[src/rtl/systolic_array_sequencer_pkg.sv]
// Shared types for the systolic array sequencer: controller states and the per-step result token.
package systolic_array_sequencer_pkg;

    typedef enum logic [2:0] {
        StIdle,
        StLoad,
        StRun,
        StDrain,
        StFlush
    } seq_state_e;

    typedef struct packed {
        logic valid;
        logic last;
    } seq_token_t;

endpackage

[src/rtl/seq_result_fifo.sv]
// Result FIFO for the sequencer: registered storage, head always visible on o_data.
module seq_result_fifo #(
    parameter int unsigned Width = 129,
    parameter int unsigned Depth = 4
) (
    input  logic                       clk,
    input  logic                       reset,
    input  logic                       i_push,
    input  logic [Width-1:0]           i_data,
    input  logic                       i_pop,
    output logic [Width-1:0]           o_data,
    output logic [$clog2(Depth+1)-1:0] o_count,
    output logic                       o_empty
);
    localparam int unsigned AW = $clog2(Depth);
    localparam int unsigned CW = $clog2(Depth + 1);

    logic [Width-1:0] r_mem [Depth];
    logic [AW-1:0]    r_wr_ptr;
    logic [AW-1:0]    r_rd_ptr;
    logic [CW-1:0]    r_count;
    logic             w_full;

    assign w_full  = (r_count == CW'(Depth));
    assign o_empty = (r_count == '0);
    assign o_count = r_count;
    assign o_data  = r_mem[r_rd_ptr];

    // Depth is a power of two, so the pointers wrap naturally.
    always_ff @(posedge clk or negedge reset) begin
        if (!reset) begin
            for (int i = 0; i < int'(Depth); i++) r_mem[i] <= '0;
            r_wr_ptr <= '0;
            r_rd_ptr <= '0;
            r_count  <= '0;
        end else begin
            if (i_push) begin
                r_mem[r_wr_ptr] <= i_data;
                r_wr_ptr        <= r_wr_ptr + 1'b1;
            end
            if (i_pop) r_rd_ptr <= r_rd_ptr + 1'b1;
            case ({i_push, i_pop})
                2'b10:   r_count <= r_count + 1'b1;
                2'b01:   r_count <= r_count - 1'b1;
                default: r_count <= r_count;
            endcase
        end
    end

    // Upstream credit accounting must make this impossible.
    assert property (@(posedge clk) disable iff (!reset) !(i_push && w_full));

endmodule

[src/rtl/systolic_array_sequencer.sv]
// Drives one systolic array through weight load, credit-gated batch streaming and drain.
// Every issued vector reserves a FIFO slot up front, so the array never has to stall.
module systolic_array_sequencer
    import systolic_array_sequencer_pkg::*;
#(
    parameter int unsigned DW        = 32,
    parameter int unsigned N         = 4,
    parameter int unsigned LAT       = 4,
    parameter int unsigned OUT_DEPTH = 4,
    parameter int unsigned BW        = 8
) (
    input  logic                clk,
    input  logic                reset,
    input  logic                cfg_valid,
    output logic                cfg_ready,
    input  logic [N*N*DW-1:0]   cfg_weights,
    input  logic [BW-1:0]       cfg_batch,
    input  logic                in_valid,
    output logic                in_ready,
    input  logic [N*DW-1:0]     in_data,
    output logic                out_valid,
    input  logic                out_ready,
    output logic [N*DW-1:0]     out_data,
    output logic                out_last,
    output logic                busy,
    output logic                arr_load_weights,
    output logic                arr_start,
    output logic [N*DW-1:0]     arr_x_in,
    output logic [N*N*DW-1:0]   arr_w_in,
    input  logic [N*DW-1:0]     arr_y_out,
    input  logic                arr_done
);
    localparam int unsigned VW  = N * DW;
    localparam int unsigned FW  = VW + 1;
    localparam int unsigned CW  = $clog2(OUT_DEPTH + 1);
    localparam int unsigned DCW = (LAT > 1) ? $clog2(LAT) : 1;

    seq_state_e        r_state;
    seq_state_e        w_state_next;
    logic [N*N*DW-1:0] r_weights;
    logic [BW-1:0]     r_remaining;
    logic [DCW-1:0]    r_drain_cnt;
    logic [CW-1:0]     r_inflight;
    seq_token_t        r_tok [LAT];
    seq_token_t        w_new_tok;
    logic              w_fire;
    logic              w_cfg_fire;
    logic              w_push;
    logic              w_pop;
    logic              w_credit_ok;
    logic              w_fifo_empty;
    logic [CW-1:0]     w_fifo_count;
    logic [FW-1:0]     w_fifo_head;

    assign w_credit_ok = ({1'b0, w_fifo_count} + {1'b0, r_inflight}) < (CW + 1)'(OUT_DEPTH);
    assign w_cfg_fire  = cfg_valid && cfg_ready;
    assign w_push      = arr_done && r_tok[LAT-1].valid;
    assign w_pop       = out_valid && out_ready;
    assign busy        = (r_state != StIdle);
    assign out_valid   = !w_fifo_empty;
    assign out_data    = w_fifo_head[FW-1:1];
    assign out_last    = w_fifo_head[0];
    assign arr_w_in    = r_weights;

    always_comb begin
        w_state_next     = r_state;
        cfg_ready        = 1'b0;
        in_ready         = 1'b0;
        arr_load_weights = 1'b0;
        arr_start        = 1'b0;
        arr_x_in         = '0;
        w_new_tok        = '0;
        w_fire           = 1'b0;
        case (r_state)
            StIdle: begin
                cfg_ready = 1'b1;
                if (cfg_valid) w_state_next = StLoad;
            end
            StLoad: begin
                arr_load_weights = 1'b1;
                w_state_next     = (r_remaining != '0) ? StRun : StIdle;
            end
            StRun: begin
                in_ready = (r_remaining != '0) && w_credit_ok;
                w_fire   = in_valid && in_ready;
                if (w_fire) begin
                    arr_start       = 1'b1;
                    arr_x_in        = in_data;
                    w_new_tok.valid = 1'b1;
                    w_new_tok.last  = (r_remaining == BW'(1));
                end
                if ((r_remaining == '0) || (w_fire && (r_remaining == BW'(1)))) begin
                    w_state_next = StDrain;
                end
            end
            StDrain: begin
                // Bubbles push the tail through; their results already hold credits.
                if (r_drain_cnt == DCW'(LAT - 1)) w_state_next = StFlush;
                else                              arr_start    = 1'b1;
            end
            StFlush: begin
                if (w_fifo_empty && (r_inflight == '0)) w_state_next = StIdle;
            end
            default: w_state_next = StIdle;
        endcase
    end

    always_ff @(posedge clk or negedge reset) begin
        if (!reset) begin
            r_state     <= StIdle;
            r_weights   <= '0;
            r_remaining <= '0;
            r_drain_cnt <= '0;
            r_inflight  <= '0;
        end else begin
            r_state <= w_state_next;
            if (w_cfg_fire) begin
                r_weights   <= cfg_weights;
                r_remaining <= cfg_batch;
            end else if (w_fire) begin
                r_remaining <= r_remaining - 1'b1;
            end
            if (r_state != StDrain) r_drain_cnt <= '0;
            else if (arr_start)     r_drain_cnt <= r_drain_cnt + 1'b1;
            if (w_fire && !w_push)      r_inflight <= r_inflight + 1'b1;
            else if (!w_fire && w_push) r_inflight <= r_inflight - 1'b1;
        end
    end

    // Token pipe mirrors the array pipeline; it only advances on array steps.
    always_ff @(posedge clk or negedge reset) begin
        if (!reset) begin
            for (int i = 0; i < int'(LAT); i++) r_tok[i] <= '0;
        end else if (arr_start) begin
            r_tok[0] <= w_new_tok;
            for (int i = 1; i < int'(LAT); i++) r_tok[i] <= r_tok[i-1];
        end
    end

    seq_result_fifo #(
        .Width (FW),
        .Depth (OUT_DEPTH)
    ) u_result_fifo (
        .clk     (clk),
        .reset   (reset),
        .i_push  (w_push),
        .i_data  ({arr_y_out, r_tok[LAT-1].last}),
        .i_pop   (w_pop),
        .o_data  (w_fifo_head),
        .o_count (w_fifo_count),
        .o_empty (w_fifo_empty)
    );

endmodule

[config.mk]
export PLATFORM = sky130hd
export DESIGN_NAME = systolic_array_sequencer
export DESIGN_NICKNAME = d
export VERILOG_FILES = /design/src/rtl/systolic_array_sequencer_pkg.sv /design/src/rtl/seq_result_fifo.sv /design/src/rtl/systolic_array_sequencer.sv
export SDC_FILE = /design/constraint.sdc
export NUM_CORES = 2
export LEC_CHECK = 0
export ABC_AREA = 1
export CAP_MARGIN = 30
export CORE_AREA = 4 4 605 607
export DETAILED_ROUTE_END_ITERATION = 12
export DIE_AREA = 0 0 609 611
export PLACE_DENSITY_LB_ADDON = 0.08
export SYNTH_ARGS = -nofsm -noshare
export SYNTH_HDL_FRONTEND = slang
export SYNTH_SLANG_ARGS = --single-unit
[constraint.sdc]
create_clock -name clk -period 2.6 [get_ports clk]
set_input_delay 0.26 -clock clk [delete_from_list [all_inputs] [get_ports clk]]
set_output_delay 0.26 -clock clk [all_outputs]
set_load 0.02 [all_outputs]
Yosys cells after proc, flatten, opt, wreduce, memory -nomap -nowiden:

Index checks and enable logic that the tools add are counted.

* register bits: 1059
* bits of input ports: 782

* mux-type cells: 30
* bitwise operators: 2
* add/subtract/negate cells: 9
* reductions and logical operators: 25
* magnitude comparators: 4
* eq/ne operators: 13

Operators with widths (count)
* bitwise mux 516 bit: 1
* two-way mux 129 bit: 3
* binary-select mux 129 bit (select 2 bit): 1
* demux 129 bit (select 2 bit): 1
* two-way mux 128 bit: 2
* two-way mux 3 bit: 6
* two-way mux 8 bit: 2
* case mux 3 bit (5 select lines): 1
* logical AND 1 bit: 10
* two-way mux 2 bit: 5
* zero test 3 bit: 3
* == test 8 x 1 -> 1 bit, second input constant: 1
* zero test 8 bit: 1
* != test 2 bit, second input constant: 4
* nonzero test 2 bit: 4
* nonzero test 8 bit: 1
* subtractor 8 x 1 -> 8 bit, second input constant: 1
* adder 2 x 1 -> 2 bit, second input constant: 3
* adder 3 x 1 -> 3 bit, second input constant: 2
* == test 3 x 2 -> 1 bit, second input constant: 2
* >= comparator 3 bit, second input constant: 2
* two-way mux 1 bit: 6
* NOT 2 -> 3 bit: 2
* case mux 3 bit (2 select lines): 1
* 14 further kinds: 18

Longest topological paths before layout:

* depth after elaboration: 9
* mapped depth: 14
* depth with buffers taken out: 13

Cells and area by module:

From an unflattened synthesis, not the netlist that was laid out.

* cell total of the unflattened synthesis: 5459
* area, all modules: 45895.3 µm²

By module, submodules not included
* seq_result_fifo: cells an instance 2822, times used 1, area an instance 24238.2 µm², seq. area each 13087.6 µm²
* systolic_array_sequencer: cells an instance 2637, times used 1, area an instance 21657.0 µm², seq. area each 13412.9 µm²

Worst setup path before layout:

No wires, ideal clock.

* path kind: register to register
* start: reg r_inflight[1]
* end: reg r_inflight[2]
* clock period less this slack: 2.356 ns
* cell stages (with the launch flop): 14
* buffers on the path: 1
* arrival: 2.225 ns
* slack: 0.244 ns
* data required time: 2.469 ns
* path through: dfrtp_1 ha_1 nand3_1 nand3_1 nor2_1 nand2_4 buf_8 inv_2 ha_1 inv_1 fa_1 a21oi_1 o21ai_0 xor2_1

* cells in the longest elaborated chain, start to end: 8
* elaborated cells on any way between the ends: 13
* classes of those cells: add/sub: 3; order compare: 1; mux: 3; reduce/logical: 6

Ends and longest elaborated chain
* from (decl): RTL line systolic_array_sequencer.sv:43 `logic [CW-1:0] r_inflight;`
* from (signal assigned): RTL line systolic_array_sequencer.sv:125 `if (w_fire && !w_push) r_inflight <= r_inflight + 1'b1;`
* from (signal assigned): RTL line systolic_array_sequencer.sv:126 `else if (!w_fire && w_push) r_inflight <= r_inflight - 1'b1;`
* adder 3 x 3 -> 4 bit: RTL line systolic_array_sequencer.sv:55 `assign w_credit_ok = ({1'b0, w_fifo_count} + {1'b0, r_inflight}) < (CW + 1)'(OUT_DEPTH);`
* less-than comparator 4 x 3 -> 1 bit: RTL line systolic_array_sequencer.sv:55
* logical AND 1 bit: RTL line systolic_array_sequencer.sv:84 `in_ready = (r_remaining != '0) && w_credit_ok;`
* logical AND 1 bit: RTL line systolic_array_sequencer.sv:85 `w_fire = in_valid && in_ready;`
* two-way mux 1 bit: RTL line systolic_array_sequencer.sv:74 `case (r_state)`
* zero test 1 bit: RTL line systolic_array_sequencer.sv:126
* logical AND 1 bit: RTL line systolic_array_sequencer.sv:126
* nonzero test 2 bit (no line)

Several ways; a longest one is shown, not always the timed one. The select of a mux whose other input is x is not followed.
A chain may end at the register's enable or synchronous reset.

Worst setup path in the final report:

* start: reg r_inflight[2]
* end: out arr_x_in[79]

* cells in the longest elaborated chain, start to end: 6

Ends and longest elaborated chain
* adder 3 x 3 -> 4 bit: RTL line systolic_array_sequencer.sv:55
* less-than comparator 4 x 3 -> 1 bit: RTL line systolic_array_sequencer.sv:55
* logical AND 1 bit: RTL line systolic_array_sequencer.sv:84
* logical AND 1 bit: RTL line systolic_array_sequencer.sv:85
* two-way mux 128 bit: RTL line systolic_array_sequencer.sv:86 `if (w_fire) begin`
* two-way mux 128 bit: RTL line systolic_array_sequencer.sv:74
* to (decl): RTL line systolic_array_sequencer.sv:28 `output logic [N*DW-1:0] arr_x_in,`

Every way passes these cells.

==> metrics.txt <==
final clock skew 40.1 ps; failing checks setup timing; Slew HR 47.1%; vias in the first global route 46181; Detail Route Antenna Nets 0; startpoint types flip-flop; via count 44552; final instance area 0.0831 mm^2; placed instance area 0.0669 mm^2; clock sink total 1059; fmax 342 MHz; Final Max Tran Viols 0; total global routing overflow 0; worst slew pin tran 793 ps; Yosys reg bits 1059; Crit Path Class flip-flop to primary output; Worst R2R Start r_inflight[2]$_DFFE_PN0P_; syn avg cell area 8.46 um^2; WP data required 2340 ps; YS warnings 0; main area contributors after synthesis dfrtp_1, nand2_1, o21ai_0; clock power share 20.3%; wire per inst 24.6 um; Final Core Density 23.0%; total power 108 mW; CP Capture Point arr_x_in[79]; Final Hold Fails 0; mapped cell area 0.0440 mm^2; Final #Nets 8290; Worst-Skew Late Latency 830 ps; Mapped Cells 5200; Yosys cell types 26; drt pass-1 iters 7; Die X 609 um; Critical R2R Capture r_inflight[2]$_DFFE_PN0P_; CTS tree yes; num ports 1557; synthesized net count 5995; pwr dens 1300 mW/mm^2; Seq pwr share 27.1%; gpl congestion 0.890; RSZ-0062 raised after global routing yes; P_int 62.6 mW; first-pass GRT wire length 404000 um; Num CTS Buffers 157; vias per cell 3.59; H-tree Lvls 4; Critical Path Source r_inflight[2]$_DFFE_PN0P_; Buffers on Ports 1556; DRT Wirelength 305000 um; Final period util 113%; core area 0.361 mm^2; Peak VDD IR 0.474 mV; r2r setup slk 130 ps; Remaining DRCs 0; antenna violations before repair 169; switching share of power 42.0%; outcome complete, but fails checks; dpl hpwl 227000 um; CP endpoint kind primary output; # rows 221; top cell type's share of synthesized area 60.3%; pin count of the biggest net entering global routing 105; max cap viols 0; GRT Util Overall 15.5%; Synth area leader dfrtp_1; Worst Path Arrival 2670 ps; Iter 0 DRT Violations 2346; switching pwr 45.3 mW; post-synthesis sequential area ratio 60.3%; Tightest Hold Check Type input port to flip-flop; Leakage 37.7 nW; initial core utilization 12.2%; fin crit period 2930 ps; Final WS setup -327 ps; root buf cell clkbuf_16; CP Max Fanout 7; Die ar. 0.372 mm^2; Comb power frac 52.6%; Layout area overhead 89.0%; clk buf depth 4; final setup fails 254; fraction of layout cells with a size suffix above 1 17.0%; clock transition at the registers of the reported paths 60 ps; number of cells on the worst reg-to-reg path 13; Die Y-Extent 611 um
==> per-layer routing <==
metal | track usage [%] | vias up | routed length, um
met5 | 0 | - | 253
li1 | - | 21005 | -
met2 | 28.6 | 1416 | 159000
met4 | 3.74 | 42 | 9520
met1 | 16.7 | 21522 | 113000
met3 | 5.52 | 567 | 24300
==> registers in the layout (all words and copies together), names as in the netlist <==
register and cells:
r_state 3, u_result_fifo.r_rd_ptr 2, r_tok 8, u_result_fifo.o_count 3, arr_w_in 512, u_result_fifo.r_mem 516, r_remaining 8, r_drain_cnt 2
u_result_fifo.r_wr_ptr 2, r_inflight 3
==> repair_timing <==
item / 4_1_cts / 5_1_grt
setup endpoints to repair: 262 / 259
cloned: 25 / 31
hold buffers: 510 / 0
hold endpoints to repair: 1168 / 0
setup buffers: 38 / 113
gates resized for setup: 890 / 1143
pin swaps: 19 / 136
==> cell usage after synthesis, drive strengths merged <==
library cell  count
dfrtp          1059
nand3            27
nand4             3
clkbuf          125
fa                2
o22ai           129
o21ai           792
nor2            414
ha               11
inv             293
nor3              1
buf             203
xor2              4
a21oi             4
xnor2             2
nand2          2131
==> cells in the final DEF (no fill, tap or decap), drive strengths merged, types with 11 or more instances in the layout <==
cell type and count:
nor2 414, inv 298, nand3 27, clkdlybuf4s50 1293
clkbuf 271, buf 630, clkinv 19, o21ai 792
dfrtp 1059, nand2 2131, ha 11, o22ai 129
diode 23, dlygate4sd3 510
==> kinds of logic (layout without fill, tap and decap cells) <==
family	count (synthesis)	count (layout)	share of synthesized area, %
compound gates	925	925	10.9
simple gates	2576	2576	22.2
xor+xnor	6	6	0.120
other cells	0	23	0
buf+inv	621	3030	6.15
flops	1059	1059	60.3
fa+ha+maj	13	13	0.404
==> worst min-delay path by stage <==
stage | to | depth (start not counted) | slack, ps | startpoint
3_5_place_dp | u_result_fifo.r_rd_ptr[1]$_DFFE_PN0P_ | 1 | 320 | reset
6_report | arr_w_in[131]$_DFFE_PN0P_ | 3 | 80 | cfg_weights[131]
5_1_grt | arr_w_in[63]$_DFFE_PN0P_ | 3 | 40 | cfg_weights[63]
2_1_floorplan | arr_w_in[0]$_DFFE_PN0P_ | 0 | -40 | reset
4_1_cts | arr_w_in[399]$_DFFE_PN0P_ | 3 | 0.6 | cfg_weights[399]
3_3_place_gp | u_result_fifo.r_rd_ptr[1]$_DFFE_PN0P_ | 1 | 320 | reset
==> area by class of cell <==
| cell class | count | area, um^2 |
|---|---|---|
| Timing Repair Buffer | 2463 | 27000 |
| Tap cell | 4794 | 6000 |
| Multi-Input combinational cell | 3520 | 17300 |
| Antenna cell | 23 | 57.6 |
| Timing Repair inverter | 1 | 16.3 |
| Fill cell | 39604 | 278000 |
| Inverter | 293 | 1150 |
| Clock buffer | 244 | 4770 |
| Clock inverter | 29 | 358 |
| Sequential cell | 1059 | 26500 |
==> power by group through the flow <==
stage / clock network (mW) / logic [mW] / registers [mW]
after global placement: 0 / 47.3 / 28.8
after detailed placement: 0 / 47.2 / 28.7
final: 21.8 / 56.7 / 29.3
after floorplan: 0 / 16.7 / 32.5
after global routing: 23.4 / 61.2 / 30.3
after CTS: 22.9 / 50.7 / 28.8
==> per-stage QoR <==
step           hold slack [ps]  instances  setup slack (ps)  setup TNS, ps
2_1_floorplan            -35.6       5200               244              0
5_1_grt                   41.1      12416              -485         -85650
6_report                  79.2      12426              -327         -46480
3_5_place_dp               317      11439              76.9              0
3_3_place_gp               323      11439             -79.1           -103
4_1_cts                  0.645      12283              -529         -85960
==> worst max-delay path, stage by stage (launching register included) <==
cell and delay (ps):
dfrtp_1 380, ha_1 310, nor2_2 120, nand3_2 100
nor2_4 170, nand2_8 120, buf_12 180, buf_16 140
buf_12 140, nor2_4 70, buf_6 120
Note: power is estimated with default switching activity, not from simulation.
